<file path="config.mk">
export PLATFORM = sky130hd
export DESIGN_NAME = cond_pipe_controller
export DESIGN_NICKNAME = d
export VERILOG_FILES = /design/src/rtl/ctrl_pkg.sv /design/src/rtl/cond_unit.sv /design/src/rtl/pipe_reg.sv /design/src/rtl/cond_pipe_controller.sv
export SDC_FILE = /design/constraint.sdc
export NUM_CORES = 1
export LEC_CHECK = 0
export BUFFER_PORTS_ARGS = -buffer_cell sky130_fd_sc_hd__clkbuf_2
export CAP_MARGIN = 25
export CORE_MARGIN = 2
export CORE_UTILIZATION = 52
export DETAILED_ROUTE_END_ITERATION = 16
export PLACE_DENSITY = 0.84
export SLEW_MARGIN = 20
export SYNTH_ARGS = -nofsm -noshare
export SYNTH_HDL_FRONTEND = slang
export SYNTH_SLANG_ARGS = --single-unit
</file>
<file path="constraint.sdc">
create_clock -name clk -period 3.78 [get_ports clk]
set_clock_uncertainty 0.05 [all_clocks]
set_input_delay 0.756 -clock clk [delete_from_list [all_inputs] [get_ports clk]]
set_output_delay 0.756 -clock clk [all_outputs]
set_load 0.01 [all_outputs]
</file>
<file path="src/rtl/ctrl_pkg.sv">
// Shared encodings for the pipelined ARM-subset controller: opcodes, ALU
// commands, condition codes, flag bit positions and pipeline control bundles.
package ctrl_pkg;

  localparam logic [1:0] OP_DP  = 2'b00;
  localparam logic [1:0] OP_MEM = 2'b01;
  localparam logic [1:0] OP_BR  = 2'b10;

  localparam logic [3:0] CMD_AND = 4'b0000;
  localparam logic [3:0] CMD_EOR = 4'b0001;
  localparam logic [3:0] CMD_SUB = 4'b0010;
  localparam logic [3:0] CMD_RSB = 4'b0011;
  localparam logic [3:0] CMD_ADD = 4'b0100;
  localparam logic [3:0] CMD_ADC = 4'b0101;
  localparam logic [3:0] CMD_SBC = 4'b0110;
  localparam logic [3:0] CMD_RSC = 4'b0111;
  localparam logic [3:0] CMD_TST = 4'b1000;
  localparam logic [3:0] CMD_TEQ = 4'b1001;
  localparam logic [3:0] CMD_CMP = 4'b1010;
  localparam logic [3:0] CMD_CMN = 4'b1011;
  localparam logic [3:0] CMD_ORR = 4'b1100;
  localparam logic [3:0] CMD_MOV = 4'b1101;

  typedef enum logic [3:0] {
    CC_EQ, CC_NE, CC_CS, CC_CC, CC_MI, CC_PL, CC_VS, CC_VC,
    CC_HI, CC_LS, CC_GE, CC_LT, CC_GT, CC_LE, CC_AL, CC_NV
  } cond_e;

  localparam int FLAG_N = 3;
  localparam int FLAG_Z = 2;
  localparam int FLAG_C = 1;
  localparam int FLAG_V = 0;

  typedef struct packed {
    logic [3:0] cond;
    logic       reg_write;
    logic       mem_write;
    logic       mem_to_reg;
    logic       branch;
    logic       pc_src;
    logic [1:0] alu_src;
    logic [3:0] alu_ctrl;
    logic       shift;
    logic [1:0] flag_write;
  } ectrl_t;

  typedef struct packed {
    logic reg_write;
    logic mem_write;
    logic mem_to_reg;
    logic pc_src;
  } mctrl_t;

  typedef struct packed {
    logic reg_write;
    logic mem_to_reg;
    logic pc_src;
  } wctrl_t;

endpackage

</file>
<file path="src/rtl/cond_unit.sv">
// Combinational condition-code check of a 4-bit cond field against NZCV.
module cond_unit
  import ctrl_pkg::*;
(
  input  logic [3:0] cond,
  input  logic [3:0] flags,
  output logic       cond_ex
);

  logic n, z, c, v;
  assign n = flags[FLAG_N];
  assign z = flags[FLAG_Z];
  assign c = flags[FLAG_C];
  assign v = flags[FLAG_V];

  always_comb begin
    cond_ex = 1'b0;
    case (cond_e'(cond))
      CC_EQ: cond_ex = z;
      CC_NE: cond_ex = ~z;
      CC_CS: cond_ex = c;
      CC_CC: cond_ex = ~c;
      CC_MI: cond_ex = n;
      CC_PL: cond_ex = ~n;
      CC_VS: cond_ex = v;
      CC_VC: cond_ex = ~v;
      CC_HI: cond_ex = c & ~z;
      CC_LS: cond_ex = ~c | z;
      CC_GE: cond_ex = (n == v);
      CC_LT: cond_ex = (n != v);
      CC_GT: cond_ex = ~z & (n == v);
      CC_LE: cond_ex = z | (n != v);
      CC_AL: cond_ex = 1'b1;
      CC_NV: cond_ex = 1'b0;
      default: cond_ex = 1'b0;
    endcase
  end

endmodule

</file>
<file path="src/rtl/pipe_reg.sv">
// Generic pipeline register: async active-high reset, sync clear that
// overrides the load enable.
module pipe_reg #(
  parameter int W = 1
) (
  input  logic         clk,
  input  logic         reset,
  input  logic         en,
  input  logic         clr,
  input  logic [W-1:0] d,
  output logic [W-1:0] q
);

  always_ff @(posedge clk or posedge reset) begin
    if (reset)    q <= '0;
    else if (clr) q <= '0;
    else if (en)  q <= d;
  end

endmodule

</file>
<file path="src/rtl/cond_pipe_controller.sv">
// Pipelined controller: decodes InstrD, carries controls through E, M1..Mn, W
// and owns the architectural NZCV register.
module cond_pipe_controller
  import ctrl_pkg::*;
#(
  parameter int MEM_STAGES = 1,
  parameter int ALUCTRL_W  = 4
) (
  input  logic                 clk,
  input  logic                 reset,
  input  logic [31:0]          InstrD,
  input  logic [3:0]           ALUFlagsE,
  input  logic                 FlushE,
  input  logic                 StallE,
  output logic [1:0]           ImmSrcD,
  output logic [1:0]           RegSrcD,
  output logic [1:0]           ALUSrcE,
  output logic [ALUCTRL_W-1:0] ALUControlE,
  output logic                 ShiftE,
  output logic                 MemtoRegE,
  output logic                 BranchTakenE,
  output logic                 CondExE,
  output logic                 MemWriteM,
  output logic                 RegWriteM,
  output logic                 PCSrcW,
  output logic                 RegWriteW,
  output logic                 MemtoRegW,
  output logic [3:0]           FlagsQ
);

  logic [1:0] op;
  logic [5:0] funct;
  logic [3:0] rd, cmd;
  logic       is_cmp;
  ectrl_t     de_d, de_q;
  mctrl_t     m_in;
  mctrl_t [MEM_STAGES-1:0] m_q;
  wctrl_t     w_d, w_q;
  logic [3:0] flags_d, flags_q;
  logic       e_adv;
  logic       unused_instr;

  assign op     = InstrD[27:26];
  assign funct  = InstrD[25:20];
  assign rd     = InstrD[15:12];
  assign cmd    = funct[4:1];
  assign is_cmp = (cmd[3:2] == 2'b10);
  assign unused_instr = ^{InstrD[19:16], InstrD[11:0]};

  always_comb begin
    de_d      = '0;
    de_d.cond = InstrD[31:28];
    ImmSrcD   = 2'b00;
    RegSrcD   = 2'b00;
    case (op)
      OP_DP: begin
        if (funct == 6'b010010 && rd == 4'hF) begin
          de_d.branch   = 1'b1;
          de_d.alu_ctrl = CMD_MOV;
        end else begin
          de_d.reg_write = ~is_cmp;
          de_d.pc_src    = ~is_cmp & (rd == 4'hF);
          de_d.alu_src   = 2'b10;
          de_d.shift     = funct[5];
          case (cmd)
            CMD_TST: de_d.alu_ctrl = CMD_AND;
            CMD_TEQ: de_d.alu_ctrl = CMD_EOR;
            CMD_CMP: de_d.alu_ctrl = CMD_SUB;
            CMD_CMN: de_d.alu_ctrl = CMD_ADD;
            default: de_d.alu_ctrl = cmd;
          endcase
          // bit1 updates NZ, bit0 updates CV
          if (cmd == CMD_CMP || cmd == CMD_CMN)      de_d.flag_write = 2'b11;
          else if (cmd == CMD_TST || cmd == CMD_TEQ) de_d.flag_write = 2'b10;
          else if (funct[0])
            de_d.flag_write = (cmd >= CMD_SUB && cmd <= CMD_RSC) ? 2'b11 : 2'b10;
        end
      end
      OP_MEM: begin
        de_d.reg_write  = funct[0];
        de_d.mem_to_reg = funct[0];
        de_d.mem_write  = ~funct[0];
        de_d.alu_ctrl   = funct[3] ? CMD_ADD : CMD_SUB;
        de_d.alu_src    = 2'b01;
        ImmSrcD         = 2'b01;
        RegSrcD         = 2'b10;
      end
      OP_BR: begin
        de_d.branch    = 1'b1;
        de_d.reg_write = funct[4];
        de_d.alu_ctrl  = CMD_ADD;
        de_d.alu_src   = 2'b01;
        ImmSrcD        = 2'b10;
        RegSrcD        = 2'b11;
      end
      default: ;
    endcase
  end

  pipe_reg #(.W($bits(ectrl_t))) u_de (
    .clk(clk), .reset(reset), .en(~StallE), .clr(FlushE), .d(de_d), .q(de_q)
  );

  cond_unit u_cond (.cond(de_q.cond), .flags(flags_q), .cond_ex(CondExE));

  assign ALUSrcE      = de_q.alu_src;
  assign ALUControlE  = ALUCTRL_W'(de_q.alu_ctrl);
  assign ShiftE       = de_q.shift;
  assign MemtoRegE    = de_q.mem_to_reg;
  assign BranchTakenE = de_q.branch & CondExE;

  // A held E instruction commits (flags and M entry) only on the edge it leaves E.
  assign e_adv = CondExE & ~StallE;

  always_comb begin
    flags_d = flags_q;
    if (e_adv & de_q.flag_write[1]) flags_d[3:2] = ALUFlagsE[3:2];
    if (e_adv & de_q.flag_write[0]) flags_d[1:0] = ALUFlagsE[1:0];
  end

  pipe_reg #(.W(4)) u_flags (
    .clk(clk), .reset(reset), .en(1'b1), .clr(1'b0), .d(flags_d), .q(flags_q)
  );
  assign FlagsQ = flags_q;

  always_comb begin
    m_in            = '0;
    m_in.reg_write  = de_q.reg_write & e_adv;
    m_in.mem_write  = de_q.mem_write & e_adv;
    m_in.pc_src     = de_q.pc_src & e_adv;
    m_in.mem_to_reg = de_q.mem_to_reg & ~StallE;
  end

  for (genvar i = 0; i < MEM_STAGES; i++) begin : g_m
    if (i == 0) begin : g_first
      pipe_reg #(.W($bits(mctrl_t))) u_m (
        .clk(clk), .reset(reset), .en(1'b1), .clr(1'b0), .d(m_in), .q(m_q[0])
      );
    end else begin : g_next
      pipe_reg #(.W($bits(mctrl_t))) u_m (
        .clk(clk), .reset(reset), .en(1'b1), .clr(1'b0), .d(m_q[i-1]), .q(m_q[i])
      );
    end
  end

  assign MemWriteM = m_q[MEM_STAGES-1].mem_write;
  assign RegWriteM = m_q[MEM_STAGES-1].reg_write;

  always_comb begin
    w_d            = '0;
    w_d.reg_write  = m_q[MEM_STAGES-1].reg_write;
    w_d.mem_to_reg = m_q[MEM_STAGES-1].mem_to_reg;
    w_d.pc_src     = m_q[MEM_STAGES-1].pc_src;
  end

  pipe_reg #(.W($bits(wctrl_t))) u_w (
    .clk(clk), .reset(reset), .en(1'b1), .clr(1'b0), .d(w_d), .q(w_q)
  );

  assign RegWriteW = w_q.reg_write;
  assign MemtoRegW = w_q.mem_to_reg;
  assign PCSrcW    = w_q.pc_src;

endmodule

</file>
==> flow_summary.ini <==
[cts]
cts_tree = done
clockRootBuffer = clkbuf_4
clkTransAtPathRegs_ns = 0.08
clock_sinks = 29
post_cts_resized = 0
cts-htree-levels = 2
insertion_delay_ns = 0.32
clockBufferDepth = 2
holdBufCountCts = 0
cts_made_buffers = 5
cts_setup_buffers = 0

[pwr]
peakVddDrop_mv = 0.236
power_density_nw_per_um2 = 382
p_leak_nw = 0.996

[synthesis]
synth-edff-count = 0
ys_top_cells_by_area = dfrtp_1 (44%), nor2_1 (4.8%), ha_1 (4.6%)
synth_top_cell_by_area = dfrtp_1
netlist_area_um2 = 1630
yosys-top-cells-count = dfrtp_1 (29), nor2_1 (21), nand2_1 (11), buf_4 (7), inv_1 (7)
synthFlopType = dfrtp_1
synth_cell_types = 45
synth_seq_cells = 29
synth_fp_nets = 207
synth_warnings = 0
synth.avg_cell_area_um2 = 10.1
yosysMostFrequentCell = dfrtp_1
synth.top_cell.area_share_pct = 44.4
ys_seq_area_share_pct = 44.4
syn_inst = 161
async_flop_share_pct = 100

[die]
start_util_pct = 54.0
die_w_um = 60.1
die_area_um2 = 3610
core_region_area_um2 = 3030
die_height_um = 60.1
num_io_pins = 63
rows = 20

[sta]
max_freq_ghz = 0.325
hold_ws_ns = 0.310
worst_slew_pin_slew_ns = 0.538
fin_crit_sh_pct = 81.4
worst_slack_ns = 0.704
setup_tns_ns = 0
slew_violations = 0
fin_crit_ns = 3.08
setup_viol = 0
maxSlewHeadroom_pct = 64.1
rsz0062_at_grt = no
hold_viol = 0

[setup_path]
cp_slowest_cell = or4b_1
cp-start-kind = register
r2r-start = u_de.q[14]
crit_start = u_de.q[14]
cp_num_buf_inv = 1
critPathRequiredTime_ns = 2.97
path_max_fanout = 11
cp-end-kind = output pin
critical_path_class = register to output pin
critPathTopFamily = simple AND/OR/NAND/NOR gates
slowest_delay_ns = 0.58
path_cells = or4b_1 > o211ai_2 > a2111oi_4 > nor3b_2 > and2_1 > clkbuf_2
cp.arrival_ns = 2.27

[grt]
grt_antenna_before_repair = 0
grt_overflow = 0
grt_start_max_net_pins = 29
grt_first_pass_wirelength_um = 5080
grt_usage_pct = 19.1
grt_pass1_vias = 1204

[final_layout]
fin_nets = 246
diodes = 0
area_growth_pct = 17.2
layout-drive-gt1-share_pct = 30.0

[place]
place.gp.congestion = 0.894
dpl.hpwl_um = 2270
dp_slack_ns = 1.02
portBuffers = 46

[detailed_routing]
avgViaCountPerCell = 5.27
drt_iter0_markers = 86
final_antenna_net_count = 0
wl_um = 3020
wl_per_cell_um = 12.4
via_count = 1285
firstDrtPassIters = 4
drc = 0

[hold_path]
min_path_type = register to register
min-delay-start = g_m[0].g_first.u_m.q[0]

[run_status]
outcome = finished clean

[job]
maxCapViolCount = 0
placed cells by master (no fill, tap or decap), types with 3 or more instances in the layout:
cell type / Yosys / layout
nor3_1: 6 / 6
dfrtp_1: 29 / 29
ha_1: 6 / 6
and3b_1: 3 / 3
inv_1: 7 / 7
nand2_1: 11 / 11
nand2b_1: 3 / 3
o21ai_0: 5 / 5
nand3b_1: 5 / 5
mux2i_1: 6 / 6
clkbuf_4: 0 / 5
clkbuf_2: 0 / 46
mux2_1: 4 / 4
nor2_1: 21 / 21
nor2b_1: 4 / 4
a21oi_1: 6 / 6
final timing paths:
path / slack [ns] / to / depth (start not counted)
min in group asynchronous: 0.39 / u_de.q[16] / 2
setup / recovery: 0.70 / BranchTakenE / 6
setup reg to reg: 1.67 / u_flags.q[3] / 5
hold / removal: 0.31 / u_w.q[0] / 0
max in group asynchronous: 2.79 / u_de.q[6] / 3
hold reg to reg: 0.31 / u_w.q[0] / 0
kinds of logic (layout without fill, tap and decap cells):
logic type | after synthesis | in the layout | synth area share, %
AOI/OAI and AO/OA | 26 | 26 | 12.3
DFF | 29 | 29 | 44.4
muxes | 10 | 10 | 6.43
buffers and inverters | 22 | 61 | 7.27
and+or+nand+nor | 65 | 65 | 22.5
xor gates and xnor gates | 3 | 3 | 2.45
adders and majority gates | 6 | 6 | 4.59
state kept, by name, indices dropped and copies added (netlist names):
name / count
g_m.g_first.u_m.q: 4
u_de.q: 18
u_flags.q: 4
u_w.q: 3
report_power, final:
part | internal, W | total, W | switching, W
clock | 0.000135 | 0.000237 | 0.000102
combinational | 0.0000680 | 0.000141 | 0.0000725
sequential | 0.000327 | 0.000355 | 0.0000275
total | 0.000530 | 0.000732 | 0.000202
through the flow:
step           instances  instance area (µm²)  util [%]  power (W)
2_1_floorplan        161                 1630         -   0.000454
3_3_place_gp         236                 1830      60.3   0.000496
3_5_place_dp         237                 1840      60.8   0.000502
4_1_cts              244                 1910      63.2   0.000740
5_1_grt              244                 1910      63.2   0.000770
6_report             244                 1910      63.2   0.000732
worst reg2reg max path, cell delays in order, from the launching register on:
cell and delay (ns):
dfrtp_1 0.50, or4b_1 0.58, o211ai_2 0.20, a2111oi_4 0.09
nor3_2 0.24, mux2_1 0.35
layer usage:
metal	vias to the layer above	track usage (%)	routed length, µm
li1	632	-	-
met1	590	23.6	1360
met2	55	30.7	1410
met3	8	4.55	185
met4	0	10.5	62
met5	-	0	0
cell type report:
type | count | area [µm²]
clock buffers | 5 | 37.5
clock inverters | 2 | 35.0
fillers | 270 | 1110
inverters | 7 | 26.3
multi-input cells | 110 | 790
flip-flops and latches | 29 | 726
well taps | 44 | 55.1
repair buffers | 47 | 245
(Power assumes the default switching activity.)
